File: config.mk
export PLATFORM = sky130hd
export DESIGN_NAME = execute_scheduler
export DESIGN_NICKNAME = d
export VERILOG_FILES = /design/src/rtl/execute_scheduler_pkg.sv /design/src/rtl/execute_scoreboard.sv /design/src/rtl/execute_scheduler.sv
export SDC_FILE = /design/constraint.sdc
export NUM_CORES = 1
export LEC_CHECK = 0
export CORE_ASPECT_RATIO = 1.1
export CORE_MARGIN = 3
export CORE_UTILIZATION = 49
export DETAILED_ROUTE_END_ITERATION = 10
export PLACE_DENSITY = 0.86
export SETUP_SLACK_MARGIN = 0.15
export SYNTH_ARGS = -nofsm -noshare
export SYNTH_HDL_FRONTEND = slang
export SYNTH_SLANG_ARGS = --single-unit
File: constraint.sdc
create_clock -name clk -period 6.75 [get_ports clk]
set_input_delay 0.675 -clock clk [delete_from_list [all_inputs] [get_ports clk]]
set_output_delay 0.675 -clock clk [all_outputs]
set_load 0.02 [all_outputs]
File: src/rtl/execute_scheduler_pkg.sv
// rtl/execute_scheduler_pkg.sv - shared encodings and writeback slot layout for the execute scheduler
package execute_scheduler_pkg;

  typedef enum logic {
    UNIT_ALU = 1'b0,
    UNIT_MUL = 1'b1
  } unit_e;

  typedef enum logic [2:0] {
    MUL_T_MUL   = 3'b000,
    MUL_T_MLA   = 3'b001,
    MUL_T_UMULL = 3'b100,
    MUL_T_UMLAL = 3'b101,
    MUL_T_SMULL = 3'b110,
    MUL_T_SMLAL = 3'b111
  } mul_type_e;

  // Data-processing opcodes as encoded in the instruction word
  localparam logic [3:0] OP_AND = 4'h0;
  localparam logic [3:0] OP_EOR = 4'h1;
  localparam logic [3:0] OP_SUB = 4'h2;
  localparam logic [3:0] OP_RSB = 4'h3;
  localparam logic [3:0] OP_ADD = 4'h4;
  localparam logic [3:0] OP_ADC = 4'h5;
  localparam logic [3:0] OP_SBC = 4'h6;
  localparam logic [3:0] OP_RSC = 4'h7;
  localparam logic [3:0] OP_TST = 4'h8;
  localparam logic [3:0] OP_TEQ = 4'h9;
  localparam logic [3:0] OP_CMP = 4'hA;
  localparam logic [3:0] OP_CMN = 4'hB;
  localparam logic [3:0] OP_ORR = 4'hC;
  localparam logic [3:0] OP_MOV = 4'hD;
  localparam logic [3:0] OP_BIC = 4'hE;
  localparam logic [3:0] OP_MVN = 4'hF;

  typedef struct packed {
    logic       valid;
    unit_e      src;
    logic       half;
    logic [3:0] dest;
    logic       reg_en;
    logic       cpsr_en;
  } wb_slot_t;

  function automatic logic [15:0] reg_bit(input logic [3:0] r);
    return 16'h0001 << r;
  endfunction

endpackage

File: src/rtl/execute_scoreboard.sv
// rtl/execute_scoreboard.sv - 16 register pending bits plus CPSR pending bit with hazard check
module execute_scoreboard (
  input  logic        clk,
  input  logic        rst,
  input  logic [15:0] set_mask,
  input  logic        set_cpsr,
  input  logic [15:0] clr_mask,
  input  logic        clr_cpsr,
  input  logic [15:0] chk_mask,
  input  logic        chk_cpsr,
  output logic        hazard
);

  logic [15:0] pending;
  logic        cpsr_pending;

  // A writeback retiring this cycle no longer blocks a reader issuing in the same cycle
  always_comb begin
    hazard = (|(pending & ~clr_mask & chk_mask)) | (chk_cpsr & cpsr_pending & ~clr_cpsr);
  end

  // Set wins over a same-cycle clear of the same register
  always_ff @(posedge clk or negedge rst) begin
    if (!rst) begin
      pending      <= '0;
      cpsr_pending <= 1'b0;
    end else begin
      pending      <= (pending & ~clr_mask) | set_mask;
      cpsr_pending <= (cpsr_pending & ~clr_cpsr) | set_cpsr;
    end
  end

endmodule

File: src/rtl/execute_scheduler.sv
// rtl/execute_scheduler.sv - execute-stage issue control with writeback slot reservation
module execute_scheduler
  import execute_scheduler_pkg::*;
#(
  parameter int MUL_LATENCY = 1,
  parameter int RES_DEPTH   = MUL_LATENCY + 3
) (
  input  logic        clk,
  input  logic        rst,
  input  logic        in_valid_i,
  output logic        in_ready_o,
  input  logic        in_unit_i,
  input  logic        in_long_i,
  input  logic [3:0]  in_dest_i,
  input  logic [3:0]  in_dest_hi_i,
  input  logic        in_writes_dest_i,
  input  logic        in_writes_cpsr_i,
  input  logic        in_reads_cpsr_i,
  input  logic [15:0] in_src_mask_i,
  input  logic [3:0]  in_opcode_i,
  input  logic [2:0]  in_type_i,
  output logic        alu_go_o,
  output logic [3:0]  alu_opcode_o,
  output logic        mul_go_o,
  output logic [2:0]  mul_type_o,
  input  logic [31:0] alu_result_i,
  input  logic [63:0] mul_result_i,
  output logic        wb_valid_o,
  output logic [3:0]  wb_dest_o,
  output logic        wb_reg_o,
  output logic        wb_cpsr_o,
  output logic [31:0] wb_data_o,
  output logic        busy_o
);

  // res[i] holds the slot whose offset is i+1 in the current cycle; res[0] is captured at the edge
  wb_slot_t    res   [RES_DEPTH];
  wb_slot_t    res_n [RES_DEPTH];
  wb_slot_t    head;
  logic [2:0]  mul_cnt;
  logic [31:0] hi_q;
  logic        is_mul, mul_idle, slot_free, hazard, issue, res_any;
  logic [15:0] dest_mask, clr_mask;

  assign is_mul    = (in_unit_i == UNIT_MUL);
  // The counter reaches zero at the next edge, so a new multiply may issue in its last busy cycle
  assign mul_idle  = (mul_cnt <= 3'd1);
  assign dest_mask = in_writes_dest_i ?
                     (reg_bit(in_dest_i) | (in_long_i ? reg_bit(in_dest_hi_i) : 16'h0)) : 16'h0;
  assign slot_free = is_mul ? (!res[MUL_LATENCY].valid && (!in_long_i || !res[MUL_LATENCY+1].valid))
                            : !res[1].valid;
  assign in_ready_o   = rst && !hazard && (!is_mul || mul_idle) && slot_free;
  assign issue        = in_valid_i && in_ready_o;
  assign alu_go_o     = issue && !is_mul;
  assign mul_go_o     = issue && is_mul;
  assign alu_opcode_o = alu_go_o ? in_opcode_i : 4'h0;
  assign mul_type_o   = mul_go_o ? in_type_i : 3'h0;
  assign clr_mask     = (wb_valid_o && wb_reg_o) ? reg_bit(wb_dest_o) : 16'h0;
  assign head         = res[0];
  assign busy_o       = res_any || (mul_cnt != 3'd0);

  execute_scoreboard u_scoreboard (
    .clk      (clk),
    .rst      (rst),
    .set_mask (issue ? dest_mask : 16'h0),
    .set_cpsr (issue && in_writes_cpsr_i),
    .clr_mask (clr_mask),
    .clr_cpsr (wb_valid_o && wb_cpsr_o),
    .chk_mask (in_src_mask_i | dest_mask),
    .chk_cpsr (in_reads_cpsr_i || in_writes_cpsr_i),
    .hazard   (hazard)
  );

  always_comb begin
    res_any = 1'b0;
    for (int i = 0; i < RES_DEPTH; i++) begin
      res_any = res_any | res[i].valid;
    end
    for (int i = 0; i < RES_DEPTH - 1; i++) begin
      res_n[i] = res[i+1];
    end
    res_n[RES_DEPTH-1] = '0;
    if (issue && !is_mul) begin
      res_n[0] = '{valid: 1'b1, src: UNIT_ALU, half: 1'b0, dest: in_dest_i,
                   reg_en: in_writes_dest_i, cpsr_en: in_writes_cpsr_i};
    end else if (issue) begin
      // Flags of a long multiply retire with the high word so CPSR stays pending until the end
      res_n[MUL_LATENCY-1] = '{valid: 1'b1, src: UNIT_MUL, half: 1'b0, dest: in_dest_i,
                               reg_en: in_writes_dest_i,
                               cpsr_en: in_writes_cpsr_i && !in_long_i};
      if (in_long_i) begin
        res_n[MUL_LATENCY] = '{valid: 1'b1, src: UNIT_MUL, half: 1'b1, dest: in_dest_hi_i,
                               reg_en: in_writes_dest_i, cpsr_en: in_writes_cpsr_i};
      end
    end
  end

  always_ff @(posedge clk or negedge rst) begin
    if (!rst) begin
      for (int i = 0; i < RES_DEPTH; i++) begin
        res[i] <= '0;
      end
      mul_cnt    <= 3'd0;
      hi_q       <= 32'h0;
      wb_valid_o <= 1'b0;
      wb_dest_o  <= 4'h0;
      wb_reg_o   <= 1'b0;
      wb_cpsr_o  <= 1'b0;
      wb_data_o  <= 32'h0;
    end else begin
      res <= res_n;
      if (mul_go_o) begin
        mul_cnt <= 3'(MUL_LATENCY);
      end else if (mul_cnt != 3'd0) begin
        mul_cnt <= mul_cnt - 3'd1;
      end
      if (head.valid && head.src == UNIT_MUL && !head.half) begin
        hi_q <= mul_result_i[63:32];
      end
      wb_valid_o <= head.valid && (head.reg_en || head.cpsr_en);
      wb_dest_o  <= head.valid ? head.dest : 4'h0;
      wb_reg_o   <= head.valid && head.reg_en;
      wb_cpsr_o  <= head.valid && head.cpsr_en;
      if (!head.valid) begin
        wb_data_o <= 32'h0;
      end else if (head.src == UNIT_ALU) begin
        wb_data_o <= alu_result_i;
      end else begin
        wb_data_o <= head.half ? hi_q : mul_result_i[31:0];
      end
    end
  end

endmodule

==> results of run 1 <==
-- stage by stage --
step	hold slack, ns	instances	utilization (%)	area [sq um]	total power, mW
after floorplan	0.379	438	-	5190	0.771
after global placement	0.423	738	70.7	7120	0.885
after detailed placement	0.443	738	70.7	7120	0.893
after CTS	0.320	753	72.7	7320	1.29
after global routing	0.351	753	72.7	7320	1.34
final	0.309	753	72.7	7320	1.29
-- worst paths after layout --
kind,from,to,cells past startpoint
setup reg to reg,wb_dest_o[3]$_DFF_PN0_,head[3]$_DFF_PN0_,7
max in group asynchronous,rst,wb_data_o[15]$_DFF_PN0_,2
setup / recovery,in_long_i,mul_type_o[1],9
min in group clk,head[5]$_DFF_PN0_,wb_dest_o[3]$_DFF_PN0_,1
hold reg to reg,head[5]$_DFF_PN0_,wb_dest_o[3]$_DFF_PN0_,1
hold / removal,rst,hi_q[31]$_DFFE_PN0P_,1
-- logic make-up (layout without fill, tap and decap cells) --
| group | count (synthesis) | count (layout) | share of synthesized area (%) |
|---|---|---|---|
| compound gates | 112 | 112 | 18.1 |
| simple gates | 108 | 108 | 12.0 |
| flops | 107 | 107 | 51.6 |
| mux | 71 | 71 | 14.6 |
| buf+inv | 36 | 211 | 2.73 |
| fa+ha+maj | 3 | 3 | 0.724 |
| xor+xnor | 1 | 1 | 0.169 |
-- power groups by stage --
stage	logic [mW]	registers, mW	clock network, mW
2_1_floorplan	0.0871	0.684	0
3_3_place_gp	0.200	0.685	0
3_5_place_dp	0.206	0.687	0
4_1_cts	0.208	0.674	0.411
5_1_grt	0.228	0.678	0.438
6_report	0.207	0.674	0.406
-- cell usage in the layout (no fill, tap or decap), types with 5 or more instances in the layout --
cell type	n
a21bo_2	10
a21o_1	8
a221oi_1	5
a22o_1	6
and2_1	10
and3_1	5
and4_1	7
buf_4	5
clkbuf_8	11
clkdlybuf4s50_1	183
dfrtp_1	105
inv_1	8
mux2_1	6
mux2_2	32
mux2i_1	33
nand2_1	39
nand2b_1	6
nor2_1	8
nor2b_1	7
o211a_1	32
o21a_1	6
o21ai_0	8
o221ai_1	6
o22ai_1	12
-- state kept, by name, indices dropped and copies added, names as in the netlist --
signal                     count
wb_valid_o                     1
mul_cnt                        3
hi_q                          32
u_scoreboard.pending          16
u_scoreboard.cpsr_pending      1
wb_reg_o                       1
wb_dest_o                      4
wb_data_o                     32
head                           9
res                            7
wb_cpsr_o                      1
-- cells in the mapped netlist, drive strengths merged (5+ instances only) --
master,n
mux2i,33
a22o,6
nor2b,7
buf,13
inv,8
mux2,38
nand2b,6
o22ai,12
o21ai,8
and2,10
a21o,8
a221oi,5
o21a,6
dfrtp,107
and4,7
nand2,39
o211a,32
a21bo,10
and3,5
o221ai,6
clkbuf,15
nor2,8
-- area by class of cell --
| type | count | area [sq um] |
|---|---|---|
| Sequential cell | 107 | 2680 |
| Clock buffer | 12 | 155 |
| Clock inverter | 3 | 46.3 |
| Timing Repair Buffer | 188 | 1870 |
| Inverter | 8 | 30.0 |
| Multi-Input combinational cell | 295 | 2370 |
| Fill cell | 729 | 2760 |
| Tap cell | 140 | 175 |
-- per-layer routing --
layer  track usage, %  wire (microns)  part of all wire [%]
met4             9.75             396                   2.7
met5                0               0                     0
met3             5.32             992                   6.8
met1             32.5            6110                    42
met2             40.9            7000                    48
==> results by group, run 1 <==
Status
  – Status: completed

Critical path
  – Delay-heaviest family, CP: buffers and inverters
  – Startpoint class of the critical path: primary input
  – Top cell by count, worst path: clkdlybuf4s50_1
  – Max stage delay on crit path: approximately 0.95 ns
  – CP endpoint kind: output port
  – Reg2reg setup slack: slightly below 4 ns
  – Crit path DAT: 4.10 ns
  – CP Cell Sequence: clkdlybuf4s50_1 -> nor4bb_1 -> a22o_1 -> nor2_1 -> o221ai_1 -> nor4_4 -> buf_4 -> and3_1 -> clkdlybuf4s50_1
  – Max FO, Critical Path: 44
  – Crit path buffers/inverters: 3
  – Slowest-stage cell, CP: nor4bb_1
  – WP data required: approximately 6 ns
  – Critical path class: primary input to output port

Yosys
  – YS warnings: 0
  – Post-synth ARST share: between 90% and 100%
  – Mapped Avg Cell Area: 11.8 sq um
  – Yosys top cell area share: around 52%
  – Distinct cells, synth: approximately 50
  – Sequential area share after synthesis: between 50 and 60%
  – EDFF count, synth: 0
  – Post-synthesis cell area: just over 5000 sq um
  – Cells after Synth: between 400 and 500
  – Top FF cell, synth: dfrtp_1
  – Yosys top cell by area: dfrtp_1
  – Syn nets: about 580
  – Flops & latches, synth: around 110
  – Top post-synthesis cells by area: dfrtp_1, mux2_2, mux2i_1, o211a_1, nand2_1

CTS
  – Post-cts sizing count: 0
  – Total CTS buffers: 9
  – CTS Hold Bufs: 0
  – TritonCTS Sinks: approximately 110
  – Clk root buf: clkbuf_8
  – # Post-CTS Setup Buffers: 0
  – H-tree Lvls: 3
  – Clock transition at the registers of the reported paths: 0.10 ns
  – Clock Path Buffers: 2
  – Worst-Skew Late Latency: roughly 0.37 ns
  – TritonCTS clock tree: built

Die
  – Die Ht: 114 microns
  – Die area: 11,900 sq um
  – Boundary pin count: between 150 and 200
  – Initial cell density of the core: 51.5%
  – Row cnt: 38
  – Core footprint: slightly above 10,000 sq um
  – Die width: 104 microns

Worst hold path
  – Worst min path class: primary input to async pin

Global routing
  – Vias in the first global route: between 4k and 5k
  – Initial antenna violation count: 0
  – Largest net degree at the start of global routing: between 60 and 70
  – Global-route wire length before repair: approximately 23 mm
  – Total GRT Usage: 24.9%
  – Grt total ovfl: 0

Timing
  – Slew @ Worst Pin: between 1 and 1.5 ns
  – Fin crit share: between 70 and 80%
  – Layout Skew: 0.0131 ns
  – Setup WS post-layout: roughly 2.0 ns
  – Final Hold Viols: 0
  – Setup Viol. Count Final: 0
  – RSZ-0062 raised after global routing: false
  – Max Slew Vio Count: 0
  – Clock period minus worst slack: roughly 4.8 ns
  – FMAX: 209 MHz
  – Total negative slack: 0 ns
  – Slew headroom: between 20 and 30%

Place
  – Worst slack, placed: ~2.1 ns
  – Port-buffer cells: between 150 and 200
  – Post-DP HPWL: around 11 mm
  – Gp weighted congestion: roughly 0.97

Finish
  – Share of cells above drive strength 1: approximately 11%
  – Layout Nets: 747
  – P&R area growth vs syn: 41.2%
  – Antenna cells: 0

Pwr
  – Psw: 0.312 mW
  – Pwr Density: ~180 nW/um^2
  – Gate power share: ~16%
  – Worst VDD drop: about 0.00017 V
  – Sequential group share of total power: about 52%
  – Clk network pwr share: between 30% and 40%
  – Internal power: between 0.9 and 1 mW
  – Sw Share: between 20% and 30%
  – P_leak: 3.42 nW

Detailed routing
  – Routed via count: roughly 4.3k
  – Routed Antenna Nets: 0
  – Post-DR wirelength/cell: a little under 20 microns
  – DR iter-0 viols: 313
  – Total wire length: between 10 and 15 mm
  – Initial DRT Pass Iterations: 6
  – DR vias/cell: around 5.7
  – DRC violations left: 0

Job
  – MaxCap Viol Count: 0
No activity file was read; power rests on OpenSTA's default activity.
==> inputs of run 2 (changes only) <==
CORE_UTILIZATION = 45   (was 49)
PLACE_DENSITY = 0.8   (was 0.86)
clock period = 4.4 ns   (was 6.75 ns; I/O delays follow)
==> results by group, run 2 (synthesized netlist as in run 1, its figures left out) <==
Pwr
  – Sequential group share of total power: about half
  – Pwr Total: roughly 2.1 mW
  – Internal power: 1.59 mW
  – Pwr Density: between 200 and 300 nW/um^2
  – Sw Share: between 20% and 30%
  – Worst VDD drop: 0.000207 V
  – P_leak: roughly 3.5 nW
  – Clk network pwr share: about a third
  – Gate power share: about 15%
  – Psw: around 0.51 mW

Detailed routing
  – Routed Antenna Nets: 0
  – Routed via count: approximately 4.3k
  – DRC violations left: 0
  – DR vias/cell: 5.59
  – Post-DR wirelength/cell: 19.3 microns
  – Initial DRT Pass Iterations: 5
  – DR iter-0 viols: 271
  – Total wire length: around 15 mm

Critical path
  – Crit path DAT: about 3.6 ns
  – Max stage delay on crit path: 0.62 ns
  – Top cell by count, worst path: clkdlybuf4s50_1
  – Worst Setup SP: in_writes_dest_i
  – Startpoint class of the critical path: primary input
  – Max FO, Critical Path: 14
  – Crit path depth: 8
  – Reg2reg setup slack: between 1 and 1.5 ns
  – Reg-to-reg endpoint: head[1]$_DFF_PN0_
  – CP endpoint kind: output port
  – Crit path capture: mul_type_o[1]
  – Crit path buffers/inverters: 2
  – Slowest-stage cell, CP: clkdlybuf4s50_1
  – Critical path class: primary input to output port
  – CP Cell Sequence: clkdlybuf4s50_1 -> nor3b_1 -> a221oi_1 -> o22a_1 -> nand4_1 -> nor4_4 -> and3_1 -> clkdlybuf4s50_1
  – WP data required: 3.96 ns
  – R2r startpoint: wb_dest_o[3]$_DFF_PN0_
  – Reg2reg path depth: 7
  – Delay-heaviest family, CP: simple AND/OR/NAND/NOR gates

Timing
  – FMAX: 247 MHz
  – Setup WS post-layout: between 0.3 and 0.4 ns
  – Layout Skew: 0.0115 ns
  – Setup Viol. Count Final: 0
  – Final Hold Viols: 0
  – Max Slew Vio Count: 0
  – Clock period minus worst slack: ~4.0 ns
  – Fin crit share: about nine tenths
  – Slew @ Worst Pin: 0.797 ns
  – RSZ-0062 raised after global routing: false
  – Total negative slack: 0 ns
  – Slew headroom: between 40% and 50%

Global routing
  – Global-route wire length before repair: between 20 and 25 mm
  – Total GRT Usage: 22.9%
  – Initial antenna violation count: 2
  – Grt total ovfl: 0
  – Vias in the first global route: between 4k and 5k
  – Largest net degree at the start of global routing: 66

Die
  – Die area: 12,900 sq um
  – Row cnt: 40
  – Boundary pin count: 185
  – Core footprint: ~11,000 sq um
  – Die width: 108 microns
  – Initial cell density of the core: 46.7%
  – Die Ht: between 100 and 150 microns

Finish
  – Share of cells above drive strength 1: between 10 and 15%
  – Layout Nets: around 750
  – Biggest regs: hi_q: 32 flops, wb_data_o: 32 flops, u_scoreboard.pending: 16 flops
  – Most common library cell in the layout ignoring fill and taps: clkdlybuf4s50_1
  – P&R area growth vs syn: 43.5%
  – Most frequent cells in the layout: clkdlybuf4s50_1, dfrtp_1, nand2_1
  – Fin util: 67.0%

CTS
  – Worst-Skew Late Latency: approximately 0.34 ns
  – H-tree Lvls: 3
  – Clk root buf: clkbuf_16
  – Clock Path Buffers: 2
  – Clock transition at the registers of the reported paths: around 0.070 ns
  – Total CTS buffers: 9
  – CTS Hold Bufs: 0
  – TritonCTS Sinks: 107
  – TritonCTS clock tree: built

Worst hold path
  – Worst min path class: primary input to async pin

Status
  – Status: completed

Place
  – Gp weighted congestion: ~0.91
  – Port-buffer cells: 184
  – Worst slack, placed: approximately 0.37 ns
  – Post-DP HPWL: around 11 mm

Job
  – MaxCap Viol Count: 0
## run 2: cell count changes in the layout (fill, tap and decap cells not counted)
cell	change
nor4bb_2	+1
nor4bb_1	-1
clkinv_4	+1
bufinv_16	-1
clkinv_2	+2
clkbuf_1	+2
clkinvlp_4	-1
diode_2	+2
clkbuf_16	+9
buf_4	+5
clkbuf_8	-11
## run 2: final cells by class
class	instances	area, sq um
antenna	2	5.00
clock buffer	12	236
clock inverter	4	27.5
fill	912	3670
inverter	8	30.0
multi-input combinational	295	2370
sequential	107	2680
tap	147	184
timing repair buffer	193	1910
## run 2: metal layers
layer,share of wire [%],track usage [%],vias to the layer above
met5,0.16,0,-
met4,1.6,5.37,4
met3,10,7.05,21
met2,47,37.0,211
met1,41,30.3,2084
li1,-,-,1975
## run 2: power groups by stage
| stage | Clock (mW) | Sequential (mW) | Combinational (mW) |
|---|---|---|---|
| after floorplan | 0 | 1.05 | 0.134 |
| after global placement | 0 | 1.05 | 0.309 |
| after detailed placement | 0 | 1.05 | 0.323 |
| after CTS | 0.753 | 1.03 | 0.324 |
| after global routing | 0.796 | 1.04 | 0.354 |
| final | 0.740 | 1.03 | 0.322 |
## run 2: worst min-delay path by stage
stage | startpoint | to | slack (ns) | depth (start not counted)
2_1_floorplan | rst | head[0]$_DFF_PN0_ | 0.14 | 0
3_3_place_gp | head[2]$_DFF_PN0_ | wb_dest_o[0]$_DFF_PN0_ | 0.44 | 1
3_5_place_dp | res[21]$_DFF_PN0_ | head[3]$_DFF_PN0_ | 0.44 | 1
4_1_cts | rst | u_scoreboard.pending[4]$_DFF_PN0_ | 0.24 | 2
5_1_grt | rst | u_scoreboard.pending[11]$_DFF_PN0_ | 0.27 | 2
6_report | rst | u_scoreboard.pending[15]$_DFF_PN0_ | 0.22 | 2
## run 2: metrics by stage
| stage | hold slack, ns | instance area [sq um] | cells |
|---|---|---|---|
| floorplan | 0.144 | 5190 | 438 |
| global placement | 0.440 | 7170 | 750 |
| detailed placement | 0.442 | 7170 | 750 |
| CTS | 0.241 | 7430 | 766 |
| global route | 0.266 | 7440 | 766 |
| finish | 0.224 | 7440 | 768 |
## run 2: repair_timing
item / CTS / global route
setup buffers: 0 / 0
endpoints found under the setup margin: 0 / 9
resized for setup: 0 / 1
